File: src/rtl/sample_frame_counter.sv
// Oversampled UART frame timer: counts ticks within a bit and bits within a frame.
// Ports: clk, RST (sync, active-high), enable, Prescale, data_len, par_en, stop2 in;
//        edge_cnt, bit_cnt, samp_en, bit_done, frame_done, busy, cfg_err out.
module sample_frame_counter #(
    parameter int PRESC_W = 6
) (
    input  logic               clk,
    input  logic               RST,
    input  logic               enable,
    input  logic [PRESC_W-1:0] Prescale,
    input  logic [3:0]         data_len,
    input  logic               par_en,
    input  logic               stop2,
    output logic [PRESC_W-1:0] edge_cnt,
    output logic [3:0]         bit_cnt,
    output logic               samp_en,
    output logic               bit_done,
    output logic               frame_done,
    output logic               busy,
    output logic               cfg_err
);

    typedef enum logic [1:0] {
        IDLE  = 2'd0,
        COUNT = 2'd1,
        HOLD  = 2'd2
    } state_t;

    state_t             state, state_n;
    logic [PRESC_W-1:0] edge_n;
    logic [3:0]         bit_n;
    logic               cfg_err_n;
    logic               latch;

    logic [PRESC_W-1:0] p_q;
    logic [3:0]         len_q;
    logic               par_q;
    logic               stop2_q;

    logic [PRESC_W-1:0] half;
    logic [3:0]         frame_len;
    logic               illegal;

    // Config is judged on the live inputs at the latch edge.
    assign illegal = (Prescale < PRESC_W'(4)) || Prescale[0] ||
                     (data_len < 4'd5) || (data_len > 4'd8);

    assign half      = p_q >> 1;
    assign frame_len = 4'd1 + len_q + {3'b000, par_q} + (stop2_q ? 4'd2 : 4'd1);

    assign busy       = (state == COUNT);
    assign bit_done   = busy && (edge_cnt == p_q - PRESC_W'(1));
    assign frame_done = bit_done && (bit_cnt == frame_len - 4'd1);
    assign samp_en    = busy && ((edge_cnt == half - PRESC_W'(1)) ||
                                 (edge_cnt == half) ||
                                 (edge_cnt == half + PRESC_W'(1)));

    always_comb begin
        state_n   = state;
        edge_n    = edge_cnt;
        bit_n     = bit_cnt;
        cfg_err_n = 1'b0;
        latch     = 1'b0;
        unique case (state)
            IDLE: begin
                edge_n = '0;
                bit_n  = '0;
                if (enable) begin
                    latch = 1'b1;
                    if (illegal) begin
                        state_n   = HOLD;
                        cfg_err_n = 1'b1;
                    end else begin
                        state_n = COUNT;
                    end
                end
            end
            COUNT: begin
                if (!enable) begin
                    state_n = IDLE;
                    edge_n  = '0;
                    bit_n   = '0;
                end else if (frame_done) begin
                    state_n = HOLD;
                    edge_n  = '0;
                    bit_n   = '0;
                end else if (bit_done) begin
                    edge_n = '0;
                    bit_n  = bit_cnt + 4'd1;
                end else begin
                    edge_n = edge_cnt + PRESC_W'(1);
                end
            end
            HOLD: begin
                edge_n = '0;
                bit_n  = '0;
                if (!enable) begin
                    state_n = IDLE;
                end
            end
            default: begin
                state_n = IDLE;
                edge_n  = '0;
                bit_n   = '0;
            end
        endcase
    end

    always_ff @(posedge clk) begin
        if (RST) begin
            state    <= IDLE;
            edge_cnt <= '0;
            bit_cnt  <= '0;
            cfg_err  <= 1'b0;
            p_q      <= PRESC_W'(8);
            len_q    <= 4'd8;
            par_q    <= 1'b0;
            stop2_q  <= 1'b0;
        end else begin
            state    <= state_n;
            edge_cnt <= edge_n;
            bit_cnt  <= bit_n;
            cfg_err  <= cfg_err_n;
            if (latch) begin
                p_q     <= Prescale;
                len_q   <= data_len;
                par_q   <= par_en;
                stop2_q <= stop2;
            end
        end
    end

endmodule

File: config.mk
export PLATFORM = sky130hd
export DESIGN_NAME = sample_frame_counter
export DESIGN_NICKNAME = d
export VERILOG_FILES = /design/src/rtl/sample_frame_counter.sv
export SDC_FILE = /design/constraint.sdc
export NUM_CORES = 1
export LEC_CHECK = 0
export BUFFER_PORTS_ARGS = -buffer_cell sky130_fd_sc_hd__buf_4
export CORE_MARGIN = 4
export CORE_UTILIZATION = 32
export DETAILED_ROUTE_END_ITERATION = 7
export PLACE_DENSITY = 0.57
export SLEW_MARGIN = 5
export SYNTH_ARGS = -nofsm -noshare
export SYNTH_HDL_FRONTEND = slang
export SYNTH_SLANG_ARGS = --single-unit
File: constraint.sdc
create_clock -name clk -period 5.2 [get_ports clk]
set_input_delay 1.04 -clock clk [delete_from_list [all_inputs] [get_ports clk]]
set_output_delay 1.04 -clock clk [all_outputs]
set_load 0.01 [all_outputs]
Word-level counts from Yosys, hierarchy flattened
Index checks and enable logic that the tools add are counted.

Register bits after elaboration: 25. Input bits: 15. Word-level logic and storage cells: 56.

Add/sub/neg operators: 9. Order comparisons: 3. Equal/unequal tests: 10. Multiplexer cells: 10. Bitwise gates (word level): 3. Reductions and logical operators: 13.

Operators with widths (count): $eq A6 B6 Y1 (3); $mux W2 (6); $add A5 B1 Y6 const B (1); $add A6 B1 Y6 const B (1); $eq A6 B5 Y1 (1); $lt A6 B3 Y1 const B (1); $pmux W2 S3 (1); $sub A5 B1 Y6 const B (1); $sub A6 B1 Y6 const B (1); $logic_or A1 B1 Y1 (5); $reduce_or A5 Y1 (1); $add A1 B4 Y4 const A (1); $add A4 B1 Y4 (1); $add A4 B1 Y4 const B (1); $add A4 B2 Y4 (1); $eq A4 B4 Y1 (1); $gt A4 B4 Y1 const B (1); $lt A4 B3 Y1 const B (1); $ne A2 B2 Y1 const B (2); $reduce_or A4 Y1 (1); $sub A4 B1 Y4 const B (1); $logic_and A1 B1 Y1 (3); $mux W1 (3); $ne A3 B3 Y1 const B (1); 6 further kinds (8).

Logic depth before layout (Yosys ltp)
Depth in word-level cells: 9. Gate-level depth with buffers: 10. Mapped depth without buffers: 8.

Worst setup path before layout
No wires, ideal clock.

Path kind: reg-to-output. Start point: register len_q[0]. End point: output port frame_done. Arrival: 2.043 ns. Data required time: 4.160 ns. Slack: 2.117 ns. Cell stages (with the launch flop): 7. Path buffers: 0. Cell sequence: dfxtp_1 inv_1 fa_1 fa_1 xnor2_1 nor4_4 and2_4.

Word-level cells in the longest chain between the ends: 6.

Ends and longest elaborated chain: start, declared (RTL line 36) `logic [3:0] len_q;`; start signal, assigned (RTL line 126) `len_q <= data_len;`; $add A1 B4 Y4 (RTL line 49) `assign frame_len = 4'd1 + len_q + {3'b000, par_q} + (stop2_q ? 4'd2 : 4'd1);`; $add A4 B1 Y4 (RTL line 49); $add A4 B2 Y4 (RTL line 49); $sub A4 B1 Y4 (RTL line 53) `assign frame_done = bit_done && (bit_cnt == frame_len - 4'd1);`; $eq A4 B4 Y1 (RTL line 53); $logic_and A1 B1 Y1 (RTL line 53); end, declared (RTL line 18) `output logic frame_done,`.

Every way passes these cells.

Worst setup path after layout
Ends and elaborated chain as after synthesis.

==> results.md <==
- Unrepaired setup endpoints after global routing: no
- Post-Syn Area per Cell: 8.24 sq um
- CTS Buf Count: 3
- Post-Syn Instances: 199
- Setup_tns: 0 ns
- Int Pwr: 288 uW
- Most frequent cell after synthesis: nand2_1
- Row Count: 25
- FF/Latch Area: 500 sq um
- Area contributors post-synth: dfxtp_1 (31%), xnor2_1 (8.0%), nand2_1 (7.3%)
- Initial Util: 0.338
- Yosys top cell area share: 0.305
- Main combinational cell family by area after synthesis: simple AND/OR/NAND/NOR gates
- Core area: 4850 sq um
- Final WL: 3490 microns
- Power share of the combinational group: 0.185
- Die area: 6340 sq um
- Via density: 4.80
- Post-synthesis simple-gate area fraction: 0.268
- Bufs on Longest Clock Path: 2
- GPL Wtd Cong: 0.755
- Top Family by Delay on Critical Path: adder cells
- Vias: 1,388
- # diodes: 0
- Max Cap Viol: 0
- Layout fillers: 532
- Die Height: 79.6 microns
- Slowest-stage cell, CP: nor4_4
- Share of cells above drive strength 1: 0.180
- Final period util: 0.695
- Cell Chain, Critical Path: inv_1 -> fa_1 -> fa_1 -> xnor2_1 -> nor4_4 -> and2_4 -> buf_4
- Main flop type after synthesis: dfxtp_1
- Remaining routing DRC violations: 0
- Sequential Power Share: 0.516
- Postcts setup bufs: 0
- Global-route wire length before repair: 5910 microns
- Post-synth ARST share: 0
- Largest net degree at the start of global routing: 16
- CTS tree: built
- Number of H-tree levels: 1
- Final worst setup slack: 1.59 ns
- WS Path Type: reg -> out
- CTS sink cnt: 25
- Status: completed
- Post-synthesis mux area share: 0
- Final-report setup violation count: 0
- Clock-pin slew on the worst setup and hold paths: 0.09 ns
- I/O Pins: 30
- Critical Path Start Type: register
- Synth top cells by count: nand2_1 (32), dfxtp_1 (25), nor2_1 (15), xnor2_1 (15)
- XOR/XNOR Fraction of Synth Area: 0.150
- Max incr delay on CP: 0.47 ns
- Non-filler cells, final: 289
- Post-route ant nets: 0
- Sw power: 114 uW
- FF+latch count, synth: 25
- Max-slew violations: 0
- Ys Warns: 0
- Gr ovfl total: 0
- Syn_nets: 223
- Setup WS pre-CTS: 1.88 ns
- Post_cts resized: 0
- Design area: 1930 sq um
- Cell variety after synth: 46
- Initial DRC count: 50
- Synth Area in Compound Gates: 0.136
- Largest area contributor in the netlist: dfxtp_1
- Seq/Total Area, Yosys: 0.305
- Slew margin rel.: 0.633
- Pwr Total: 403 uW
- Maximum VDD drop: 0.000127 V
- Post-synth EDFFs: 0
- Cell Area, Synth: 1640 sq um
- Critical Path RT: 4.16 ns
- Net Sw Frac: 0.284
- Critical Path Most Common Cell: fa_1
- GRT Resource Usage Total: 0.116
- Final HPWL DP: 2690 microns
- Dpl cells: 285
- Post-layout minimum cycle time: 3.61 ns
- Clock network fraction of total power: 0.299
- IO buf count: 29
- Hold Path Class: reg -> reg
- Placement-stage cell area: 1880 sq um
- Crit end category: output port
- Antenna violations before repair: 0
- Crit Path Max Fanout: 7
- Fin nets: 247
- Clk Latency, worst-skew pair: 0.27 ns
- WHS: 0.466 ns
- Wirelength per Cell: 12.1 microns
- Fmax: 277 MHz
- Worst-Margin Slew: 0.548 ns
- Area occupied by multi-input gates: 1030 sq um
- Worst-case clock skew: 0.00375 ns
- Worst Path Arrival: 2.57 ns
- Root Driver: clkbuf_8
- Leak: 0.739 nW
- Cts-stage hold buffer count: 0
- Pwr dens: 209 nW/um^2
- Post-Synth Adder-Cell Area: 0.0778
- Final Hold Fails: 0
- Sum of buffers and inverters on the critical path: 2
- Die width: 79.6 microns
- Number of global-route vias before repair: 1,292
- Final core utilization: 0.397
- Synthesis-to-finish area growth: 17.5%
- Initial DRT Pass Iterations: 4
-- power by group through the flow --
stage                     Sequential (mW)  Clock (mW)  Combinational [mW]
after CTS                           0.208       0.127              0.0753
final                               0.208       0.121              0.0745
after global placement              0.212           0              0.0744
after detailed placement            0.212           0              0.0751
after floorplan                     0.208           0              0.0601
after global routing                0.209       0.136              0.0844
-- flip-flops by register name (all words and copies together) (netlist names) --
signal    cells
state         2
par_q         1
bit_cnt       4
p_q           6
len_q         4
cfg_err       1
stop2_q       1
edge_cnt      6
-- cells in the final DEF (no fill, tap or decap), types with 6 or more instances in the layout --
cell     Yosys  routed
xor2_1      13      13
nor2_1      15      15
xnor2_1     15      15
nand2_1     32      32
dfxtp_1     25      25
nand3_1      6       6
inv_1       11      11
ha_1         7       7
buf_4        2      29
a21oi_1     13      13
-- final timing paths --
path,start,to,slack [ns],depth (start not counted)
hold / removal,len_q[0]$_SDFFE_PP0P_,len_q[0]$_SDFFE_PP0P_,0.47,2
setup / recovery,len_q[0]$_SDFFE_PP0P_,frame_done,1.59,7
setup reg to reg,p_q[2]$_SDFFE_PP0P_,bit_cnt[0]$_SDFFE_PP0P_,2.71,8
hold reg to reg,len_q[0]$_SDFFE_PP0P_,len_q[0]$_SDFFE_PP0P_,0.47,2
-- final cells by class --
class	instances	share of cell area
multi-input combinational	153	0.537
sequential	25	0.260
timing repair buffer	29	0.113
tap	67	0.0435
clock buffer	3	0.0214
inverter	11	0.0214
clock inverter	1	0.00390
-- layer usage --
metal  vias to the layer above  part of all wire  wire length (microns)  global-route usage
met5                         -                 0                      0                   0
met4                         0            0.0086                     30              0.0309
met3                         4             0.040                    139              0.0260
met2                        26              0.46                   1610               0.197
met1                       636              0.49                   1710               0.147
li1                        722                 -                      -                   -
-- cells by family (layout without fill, tap and decap cells) --
| family | Yosys count | after routing |
|---|---|---|
| compound gates | 34 | 34 |
| xor+xnor | 28 | 28 |
| fa+ha+maj | 9 | 9 |
| buf+inv | 21 | 44 |
| flops | 25 | 25 |
| simple gates | 82 | 82 |
-- worst min-delay path, stage by stage, from the launching register on --
cell and delay [ns]:
dfxtp_1 0.32, nand2_1 0.05, a21oi_1 0.05
(Power assumes the default switching activity.)
